==> config.mk <==
export PLATFORM = sky130hd
export DESIGN_NAME = clk_sel_ctrl
export DESIGN_NICKNAME = d
export VERILOG_FILES = /design/src/rtl/clk_sel_ctrl.sv
export SDC_FILE = /design/constraint.sdc
export NUM_CORES = 1
export LEC_CHECK = 0
export CELL_PAD_IN_SITES_DETAIL_PLACEMENT = 0
export CELL_PAD_IN_SITES_GLOBAL_PLACEMENT = 2
export CORE_MARGIN = 4
export CORE_UTILIZATION = 35
export DETAILED_ROUTE_END_ITERATION = 12
export GPL_ROUTABILITY_DRIVEN = 0
export PLACE_DENSITY = 0.82
export SLEW_MARGIN = 20
export SYNTH_ARGS = -nofsm -noshare
export SYNTH_HDL_FRONTEND = slang
export SYNTH_SLANG_ARGS = --single-unit
==> constraint.sdc <==
create_clock -name i_clk -period 2.9 [get_ports i_clk]
set_input_delay 0.58 -clock i_clk [delete_from_list [all_inputs] [get_ports i_clk]]
set_output_delay 0.58 -clock i_clk [all_outputs]
set_load 0.05 [all_outputs]
==> src/rtl/clk_sel_ctrl.sv <==
// clk_sel_ctrl: drives the select input of the downstream glitch-free clock mux.
// Qualifies that the target clock has been continuously healthy, flips the
// select, then holds off until the mux enable handshake has settled.
//
// state     | meaning
// ----------+----------------------------------------------------------
// ST_IDLE   | waiting for a software request or an automatic failover
// ST_QUAL   | counting consecutive healthy cycles of the target clock
// ST_SETTLE | select changed, waiting for the mux handshake to complete
module clk_sel_ctrl #(
    parameter int STABLE_CYC  = 8,
    parameter int SETTLE_CYC  = 16,
    parameter int TIMEOUT_CYC = 64
) (
    input  logic i_clk,
    input  logic i_rst,
    input  logic i_req,
    input  logic i_req_sel,
    input  logic i_auto_en,
    input  logic i_clk0_ok,
    input  logic i_clk1_ok,
    output logic o_sel,
    output logic o_busy,
    output logic o_done,
    output logic o_err
);

    typedef enum logic [1:0] {
        ST_IDLE   = 2'd0,
        ST_QUAL   = 2'd1,
        ST_SETTLE = 2'd2
    } state_t;

    localparam logic [7:0] STABLE_TC  = 8'(STABLE_CYC);
    localparam logic [7:0] SETTLE_TC  = 8'(SETTLE_CYC);
    localparam logic [7:0] TIMEOUT_TC = 8'(TIMEOUT_CYC);

    state_t     state_q, state_n;
    logic       target_q, target_n;
    logic [7:0] stab_q, stab_n;
    logic [7:0] tmo_q, tmo_n;
    logic [7:0] settle_q, settle_n;
    logic       sel_q, sel_n;
    logic       busy_q;
    logic       done_q, done_n;
    logic       err_q, err_n;

    logic       cur_ok, alt_ok, tgt_ok;
    logic [7:0] stab_inc, tmo_inc, settle_inc;

    // Counters hold at all-ones instead of wrapping.
    function automatic logic [7:0] sat_inc(input logic [7:0] v);
        return (v == 8'hff) ? v : v + 8'd1;
    endfunction

    // Next-state and next-output decode.
    always_comb begin
        state_n    = state_q;
        target_n   = target_q;
        stab_n     = stab_q;
        tmo_n      = tmo_q;
        settle_n   = settle_q;
        sel_n      = sel_q;
        done_n     = 1'b0;
        err_n      = 1'b0;
        cur_ok     = sel_q    ? i_clk1_ok : i_clk0_ok;
        alt_ok     = sel_q    ? i_clk0_ok : i_clk1_ok;
        tgt_ok     = target_q ? i_clk1_ok : i_clk0_ok;
        stab_inc   = tgt_ok ? sat_inc(stab_q) : 8'd0;
        tmo_inc    = sat_inc(tmo_q);
        settle_inc = sat_inc(settle_q);

        case (state_q)
            ST_IDLE: begin
                if (i_req && (i_req_sel == sel_q)) begin
                    // Already on the requested source: acknowledge only.
                    done_n = 1'b1;
                end else if (i_req) begin
                    target_n = i_req_sel;
                    stab_n   = 8'd0;
                    tmo_n    = 8'd0;
                    settle_n = 8'd0;
                    state_n  = ST_QUAL;
                end else if (i_auto_en && !cur_ok && alt_ok) begin
                    target_n = ~sel_q;
                    stab_n   = 8'd0;
                    tmo_n    = 8'd0;
                    settle_n = 8'd0;
                    state_n  = ST_QUAL;
                end
            end
            ST_QUAL: begin
                stab_n = stab_inc;
                tmo_n  = tmo_inc;
                // Stability is checked first so it wins a same-cycle tie.
                if (stab_inc == STABLE_TC) begin
                    sel_n    = target_q;
                    stab_n   = 8'd0;
                    tmo_n    = 8'd0;
                    settle_n = 8'd0;
                    state_n  = ST_SETTLE;
                end else if (tmo_inc == TIMEOUT_TC) begin
                    err_n   = 1'b1;
                    state_n = ST_IDLE;
                end
            end
            ST_SETTLE: begin
                settle_n = settle_inc;
                if (settle_inc == SETTLE_TC) begin
                    done_n  = 1'b1;
                    state_n = ST_IDLE;
                end
            end
            default: begin
                state_n = ST_IDLE;
            end
        endcase
    end

    // State, counters and registered outputs; synchronous reset.
    always_ff @(posedge i_clk) begin
        if (i_rst) begin
            state_q  <= ST_IDLE;
            target_q <= 1'b0;
            stab_q   <= 8'd0;
            tmo_q    <= 8'd0;
            settle_q <= 8'd0;
            sel_q    <= 1'b0;
            busy_q   <= 1'b0;
            done_q   <= 1'b0;
            err_q    <= 1'b0;
        end else begin
            state_q  <= state_n;
            target_q <= target_n;
            stab_q   <= stab_n;
            tmo_q    <= tmo_n;
            settle_q <= settle_n;
            sel_q    <= sel_n;
            busy_q   <= (state_n != ST_IDLE);
            done_q   <= done_n;
            err_q    <= err_n;
        end
    end

    assign o_sel  = sel_q;
    assign o_busy = busy_q;
    assign o_done = done_q;
    assign o_err  = err_q;

endmodule

---- After elaboration in Yosys (flattened, before gate mapping) ----
Index checks and enable logic that the tools add are counted.
W data, S select, Z words.
word-level totals
  output and inout bits ................... 4
  word-level logic and storage cells ...... 70
  input port bits ......................... 7
  bits in registers ....................... 31
operators by class
  $add $sub $neg .......................... 3
  bitwise gates (word level) .............. 3
  equality and inequality tests ........... 12
  mux-type cells .......................... 29
  reduce and logical (&&, ||, !) cells .... 14
operator list
  kind                   count
  $mux W8                10
  $pmux W8 S2            2
  $add A8 B1 Y8 const B  3
  $eq A8 B8 Y1 const B   3
  $pmux W8 S3            1
  $mux W2                6
  $eq A8 B4 Y1 const B   1
  $eq A8 B5 Y1 const B   1
  $eq A8 B7 Y1 const B   1
  $mux W1                8
  $pmux W2 S3            1
  $reduce_and A3 Y1      2
  $reduce_bool A2 Y1     3
  $ne A2 B2 Y1 const B   2
  $reduce_and A4 Y1      1
  $logic_and A1 B1 Y1    3
  $ne A3 B3 Y1 const B   1
  $not A1 Y1             3
  $reduce_bool A3 Y1     1
  $reduce_or A3 Y1       1
  $eq A2 B1 Y1 const B   1
  $eq A2 B2 Y1 const B   1
  $logic_not A2 Y1       1
  $pmux W1 S2            1
  3 further kinds        3

---- Depth between registers and ports, before layout ----
Gate-level depths: netlist of run 1.
  word-level depth ........................ 9
  mapped depth ............................ 8
  gate-level depth less buffers ........... 7

---- Least setup slack after synthesis of run 1 ----
Ideal clock, no wire load.
  path type ............................... register to register
  start point ............................. reg stab_q[0]
  end point ............................... reg settle_q[0]
  setup time .............................. 0.135 ns
  setup slack ............................. 0.855 ns
  cell stages (with the launch flop) ...... 8
  arrival time ............................ 1.910 ns
  buffers on the path ..................... 0
  period minus slack after synthesis ...... 2.045 ns
  required time ........................... 2.765 ns
  cells stage by stage .................... dfxtp_1 -> ha_1 -> and3_4 -> a31o_1 -> a211o_1 -> or2_2 -> a211oi_2 -> a2111oi_1
on the way
  longest elaborated chain between the ends .. 6
  elaborated cells between the ends (all ways) .. 7
  those cells by class .................... 1 x add/sub; 3 x eq/ne; 2 x mux; 1 x reduce/logical
RTL lines
  element                                        RTL line  RTL
  start: declaration                             40        logic [7:0] stab_q, stab_n;
  start signal: assignment                       135       stab_q <= stab_n;
  $add A8 B1 Y8 or $eq A8 B8 Y1 (tied branches)  53        return (v == 8'hff) ? v : v + 8'd1;
  $mux W8 (*)                                    53
  $mux W8 (*)                                    69        stab_inc = tgt_ok ? sat_inc(stab_q) : 8'd0;
  $eq A8 B4 Y1 (*)                               96        if (stab_inc == STABLE_TC) begin
  $ne A2 B2 Y1 (no line) (*)                     n/a
  $reduce_and A4 Y1 (no line) (*)                n/a
  end signal: assignment                         137       settle_q <= settle_n;
  end: declaration                               42        logic [7:0] settle_q, settle_n;
Mark *: on every way between the ends. The rest lies on a longest branch, timed or not.
A chain may end at the register's enable or synchronous reset.

---- Final worst setup path of run 1 ----
  start point ............................. in i_clk1_ok
  end point ............................... reg tmo_q[4]
on the way
  longest elaborated chain between the ends .. 6
  elaborated cells between the ends (all ways) .. 12
  those cells by class .................... 2 x eq/ne; 6 x mux; 4 x reduce/logical
RTL lines
  element                                          RTL line  RTL
  start: declaration                               21        input logic i_clk1_ok,
  branches (longest 6 deep; another with $mux W8)  n/a
  end signal: assignment                           136       tmo_q <= tmo_n;
  end: declaration                                 41        logic [7:0] tmo_q, tmo_n;
Parallel ways; which one is timed is not known.

==> impl_results.md, run 1 <==
- Status: completed
- Crit-path max FO: 9
- IO Pins: 11
- RSZ-0062 raised after global routing: no
- CTS H-Tree Depth: 2
- Setup Total Neg Slack: 0 ns
- Top cell family by delay on the critical path: compound AO/OA/AOI/OAI gates
- Seq cells post-synth: 31
- Rel. slew slack: 36.3%
- Asr flop ratio synth: 0%
- First-pass GRT wire length: 7370 µm
- Detail Route Antenna Nets: 0
- Crit share post-route: between 80 and 90%
- Post-synth EDFFs: 0
- CP Capture Type: register
- Initial Util: roughly 37%
- Post-CTS Hold Buffers: 0
- Warnings, synthesis: 0
- CTS tree: done
- Die Footprint: between 6000 and 7000 µm²
- Worst slew pin tran: roughly 0.95 ns
- Detailed Routing Iterations Pass 1: 4
- Largest net degree at the start of global routing: 13
- Routed len/inst: 13.7 µm
- Leakage power: 0.764 nW
- Clock Path Buffers: 2
- Area Growth Syn to Fin: 15.1%
- Crit-path max cell delay: ~0.5 ns
- Levels on crit path: 8
- GRT Residual Overflow: 0
- Port Buffer Count: 10
- Syn_area_per_cell: just under 8 µm²
- Clk slew on worst S/H paths: approximately 0.060 ns
- Maximum clock frequency: between 400 and 500 MHz
- WP data arrival: roughly 2.6 ns
- Yosys top cell area share: between 30 and 40%
- Max_cap viols: 0
- Initial antenna violation count: 0
- Antenna diodes: 0
- Crit Path Class: primary input to register
- Die width: slightly above 80 µm
- Seq/Total Area, Yosys: 33.0%
- Final setup viols: 0
- Post-DP HPWL: about 3200 µm
- Cell taking the most area after synthesis: dfxtp_1
- Beginning of the worst hold path: stab_q[1]
- DRT iter0 DRCs: just under 70
- Critical Path Start: i_clk1_ok
- Clk_lat worst skew: approximately 0.28 ns
- Via density: around 5.5
- Cells after Synth: 238
- CTS Sinks: 31
- VDD IR max: approximately 0.3 mV
- Post-CTS sizing: 0
- Layout cell share with drive strength beyond 1: approximately a tenth
- Yosys cell types: 56
- Hold Crit Class: register to register
- Buffers and inverters on the worst path: 2
- Pins Over Slew Limit: 0
- CP Launch Type: primary input
- Nets@finish: ~260
- Critical Path RT: 3.07 ns
- Post CTS Setup Buffer Count: 0
- Die Height: 81.3 µm
- Layout Cells excl Fill: ~320
- Placed cells: 311
- DRC errors left: 0
- Core Region: 5140 µm²
- R2R cell count: 8
- Main flop type after synthesis: dfxtp_1
- Final hold viol count: 0
- Slowest CP cell: clkdlybuf4s50_1
- Clock skew after layout: ~0.009 ns
- Pwr Total: between 0.0009 and 0.001 W
- Worst-path cell chain: clkdlybuf4s50_1 > mux2i_1 > a21o_1 > a211o_1 > o21ai_2 > buf_4 > a21oi_1 > o22a_1
- Clk root buf: clkbuf_8
- Vias in the first global route: between 1500 and 2000
- Routed WL: roughly 4400 µm
- Row count: 26
- Cell Pwr Density: around 450 nW/µm²
- Cts bufs inserted: 5
- Largest cells by area after synthesis: dfxtp_1 (33%), nand2_1 (5.8%), a21oi_1 (5.1%), o21ai_0 (3.7%), nor2_1 (3.6%)
- Mapped Area: 1880 µm²
- Final min period: roughly 2.4 ns
- GRT Total Usage: 14.3%
- Worst reg2reg path startpoint: stab_q[0]
- Hold depth: 1
- Final Util: a little over two fifths
- Synthesized net count: ~250
- Vias: ~1800
placed cells by master, fill, tap and decap left out, drive strengths merged, types with 4 or more instances in the layout:
master / instances
dfxtp: 31
o21ai: 16
nand4: 8
a211oi: 4
clkdlybuf4s50: 10
nor3: 6
a21oi: 20
a21o: 5
buf: 4
nand2: 29
and3: 4
nand3: 10
a41oi: 4
or3: 5
and4: 4
clkbuf: 6
nor2: 18
inv: 10
final timing paths:
path / to / slack (ns)
setup / recovery: tmo_q[4] / 0.50
setup reg to reg: tmo_q[4] / 0.58
hold / removal: stab_q[1] / 0.51
hold reg to reg: stab_q[1] / 0.51
final cells by class:
type | count | area [µm²]
well taps | 70 | 87.6
clock inverters | 2 | 35.0
repair buffers | 14 | 130
clock buffers | 6 | 82.6
fillers | 542 | 2980
flip-flops and latches | 31 | 621
inverters | 10 | 37.5
multi-input cells | 186 | 1170
registers in the layout, summed over array words and instances (netlist names):
| name | count |
|---|---|
| tmo_q | 8 |
| state_q | 2 |
| o_sel | 1 |
| o_err | 1 |
| stab_q | 8 |
| target_q | 1 |
| o_done | 1 |
| settle_q | 8 |
| o_busy | 1 |
cell families (layout without fill, tap and decap cells):
logic type | after synthesis | count (layout) | share of synthesized area, %
xor+xnor | 2 | 2 | 0.933
fa+ha+maj | 3 | 3 | 2.00
simple gates | 104 | 104 | 30.0
buf+inv | 21 | 32 | 4.80
compound gates | 74 | 74 | 27.6
mux | 3 | 3 | 1.60
flops | 31 | 31 | 33.0
cell usage after synthesis (all sizes together) (3+ instances only):
cell type	n
a211oi	4
o21ai	16
nor4b	3
inv	10
and3	4
nand3b	3
nand2	29
mux2i	3
nor2	18
dfxtp	31
a41oi	4
nor3b	3
a31oi	3
ha	3
nand3	10
a31o	3
a21o	5
clkbuf	9
a21oi	20
or3	5
nand4	8
nor3	6
and4	4
through the flow:
| stage | instance area [µm²] | hold WS [ns] | worst slack (ns) |
|---|---|---|---|
| 2_1_floorplan | 1880 | 0.476 | 0.855 |
| 3_3_place_gp | 2040 | 0.502 | 0.275 |
| 3_5_place_dp | 2040 | 0.509 | 0.223 |
| 4_1_cts | 2160 | 0.518 | 0.517 |
| 5_1_grt | 2160 | 0.540 | 0.355 |
| 6_report | 2160 | 0.512 | 0.498 |
metal layers:
metal / up-vias / share of wire, % / global-route usage (%)
met1: 821 / 54 / 21.1
met5: - / 0 / 0
met2: 27 / 42 / 20.5
li1: 914 / - / -
met4: 0 / 0.57 / 5.57
met3: 2 / 3.1 / 2.33
worst register-to-register path, stage by stage (launching register included):
cell	delay, ns
dfxtp_1	0.37
ha_1	0.28
and3_4	0.22
a31o_1	0.23
a211o_1	0.34
o21ai_2	0.33
buf_4	0.21
a21oi_1	0.04
o22a_1	0.19
where the power goes:
group	leakage, nW	internal [W]	switching [W]
clock	0.0612	0.000278	0.000155
combinational	0.452	0.0000374	0.0000565
sequential	0.251	0.000434	0.0000102
total	0.764	0.000749	0.000221
No activity file was read; power rests on OpenSTA's default activity.
==> run 2, diff against run 1 <==
Clock period 2.9 ns to 2.3 ns, I/O delays scaled along.
==> impl_results.md, run 2 (same netlist as run 1, synthesis figures left out) <==
- Rel. slew slack: 65.9%
- CP Launch Type: register
- CTS Sinks: 31
- IO Pins: 11
- Final setup viols: 0
- Setup Total Neg Slack: 0 ns
- Post-CTS Hold Buffers: 0
- DRC errors left: 0
- Die Footprint: 6600 µm²
- Post CTS Setup Buffer Count: 0
- Core Region: 5140 µm²
- Placed inst area: 2160 µm²
- Clk_lat worst skew: between 0.2 and 0.3 ns
- Crit share post-route: between 90% and 100%
- Worst Hold Slack: just over 0.5 ns
- DRT iter0 DRCs: 71
- Hold Crit Class: register to register
- Detailed Routing Iterations Pass 1: 4
- Status: completed
- GRT Residual Overflow: 0
- Nets@finish: 273
- Wire length on met3: 166 µm
- Clock Path Buffers: 2
- GRT Total Usage: between 15 and 20%
- Cts bufs inserted: 5
- WP data arrival: roughly 2.3 ns
- Commonest cells after routing, fill and taps aside: dfxtp_1 (31), nand2_1 (29), a21oi_1 (19), buf_4 (19), nor2_1 (18)
- Maximum clock frequency: approximately 460 MHz
- DR top layer: met4
- Largest net degree at the start of global routing: 13
- Finished Cell Area: between 2000 and 2500 µm²
- Clk slew on worst S/H paths: ~0.080 ns
- Die Height: 81.3 µm
- Critical Path RT: ~2.5 ns
- Largest regs: settle_q: 8 flops, stab_q: 8 flops, tmo_q: 8 flops
- Area Growth Syn to Fin: 20.1%
- Clk root buf: clkbuf_8
- Vias in the first global route: between 1500 and 2000
- Detail Route Antenna Nets: 0
- CTS tree: done
- Pins Over Slew Limit: 0
- Commonest non-fill, non-tap cell in the layout: dfxtp_1
- First-pass GRT wire length: about 7900 µm
- Routed len/inst: about 13 µm
- Placed cells: roughly 330
- M1 WL: 2320 µm
- Clock skew after layout: around 0.011 ns
- VDD IR max: ~0.35 mV
- Leakage power: slightly above 0.8 nW
- Post-DP HPWL: between 3000 and 4000 µm
- CP Capture Type: register
- WL met2: around 1900 µm
- Filler cells: approximately 560
- Layout Cells excl Fill: 334
- Antenna diodes: 0
- Worst slew pin tran: roughly 0.5 ns
- Port Buffer Count: 10
- Crit Path Class: register to register
- Max_cap viols: 0
- Via density: 5.50
- Initial antenna violation count: 0
- Vias: between 1500 and 2000
- Row count: 26
- Initial Util: 36.5%
- CTS H-Tree Depth: 2
- Cell Pwr Density: about 510 nW/µm²
- Routed WL: 4440 µm
- Final min period: 2.17 ns
- RSZ-0062 raised after global routing: no
- Final hold viol count: 0
- Die width: 81.3 µm
- Layout cell share with drive strength beyond 1: 15.5%
- Crit-path max FO: 6
-- run 2: changes by cell type in the layout (fill, tap and decap cells not counted) --
cell / change
clkbuf_8: -1
clkinvlp_4: +2
buf_4: +15
inv_6: +1
o21ai_4: +1
o21ai_2: -1
clkinv_2: -1
bufinv_16: -1
-- run 2: repair_timing --
| action | 4_1_cts | 5_1_grt |
|---|---|---|
| hold endpoints to repair | 0 | 0 |
| gates resized for setup | 0 | 1 |
| setup endpoints to repair | 0 | 2 |
-- run 2: per-layer routing --
metal  track usage [%]  up-vias
li1                  -      951
met1              21.4      848
met2              22.7       32
met3              3.55        6
met4              4.73        0
met5                 0        -
-- run 2: worst max-delay path, stage by stage (launching register included) --
cell       delay (ns)
dfxtp_1          0.34
ha_1             0.25
and3_4           0.22
a31o_1           0.24
a211o_1          0.37
or2_2            0.36
a211oi_2         0.22
a2111oi_1        0.06
-- run 2: cell type report --
cell class	count	area [µm²]	share of cell area, %
Multi-Input combinational cell	186	1170	52.1
Sequential cell	31	621	27.5
Timing Repair Buffer	29	243	10.8
Tap cell	70	87.6	3.88
Clock buffer	5	68.8	3.05
Inverter	10	37.5	1.66
Clock inverter	3	23.8	1.05
-- run 2: where the power goes --
group	leakage, nW	internal (W)	switching (W)	total [W]
Sequential	0.251	0.000546	0.00000881	0.000555
Clock	0.0408	0.000216	0.000228	0.000444
Combinational	0.525	0.0000642	0.0000792	0.000143
-- run 2: final timing paths --
path	from	to	slack (ns)	cells past startpoint
max	stab_q[1]	settle_q[0]	0.13	7
min	stab_q[1]	stab_q[1]	0.51	1
max reg2reg	stab_q[1]	settle_q[0]	0.13	7
min reg2reg	stab_q[1]	stab_q[1]	0.51	1
-- run 2: stage by stage --
| step | total power (W) | worst slack (ns) | utilization (%) |
|---|---|---|---|
| after floorplan | 0.000648 | 0.255 | - |
| after global placement | 0.000712 | -0.0291 | 41.9 |
| after detailed placement | 0.000711 | -0.107 | 41.9 |
| after CTS | 0.00116 | 0.109 | 43.7 |
| after global routing | 0.00120 | 0.00984 | 43.9 |
| final | 0.00114 | 0.129 | 43.9 |
==> run 3, diff against run 2 <==
Settings changed: CAP_MARGIN set to 0.
==> results of run 3 <==
Same layout as run 2: the final DEF is identical, and so are final timing and power.
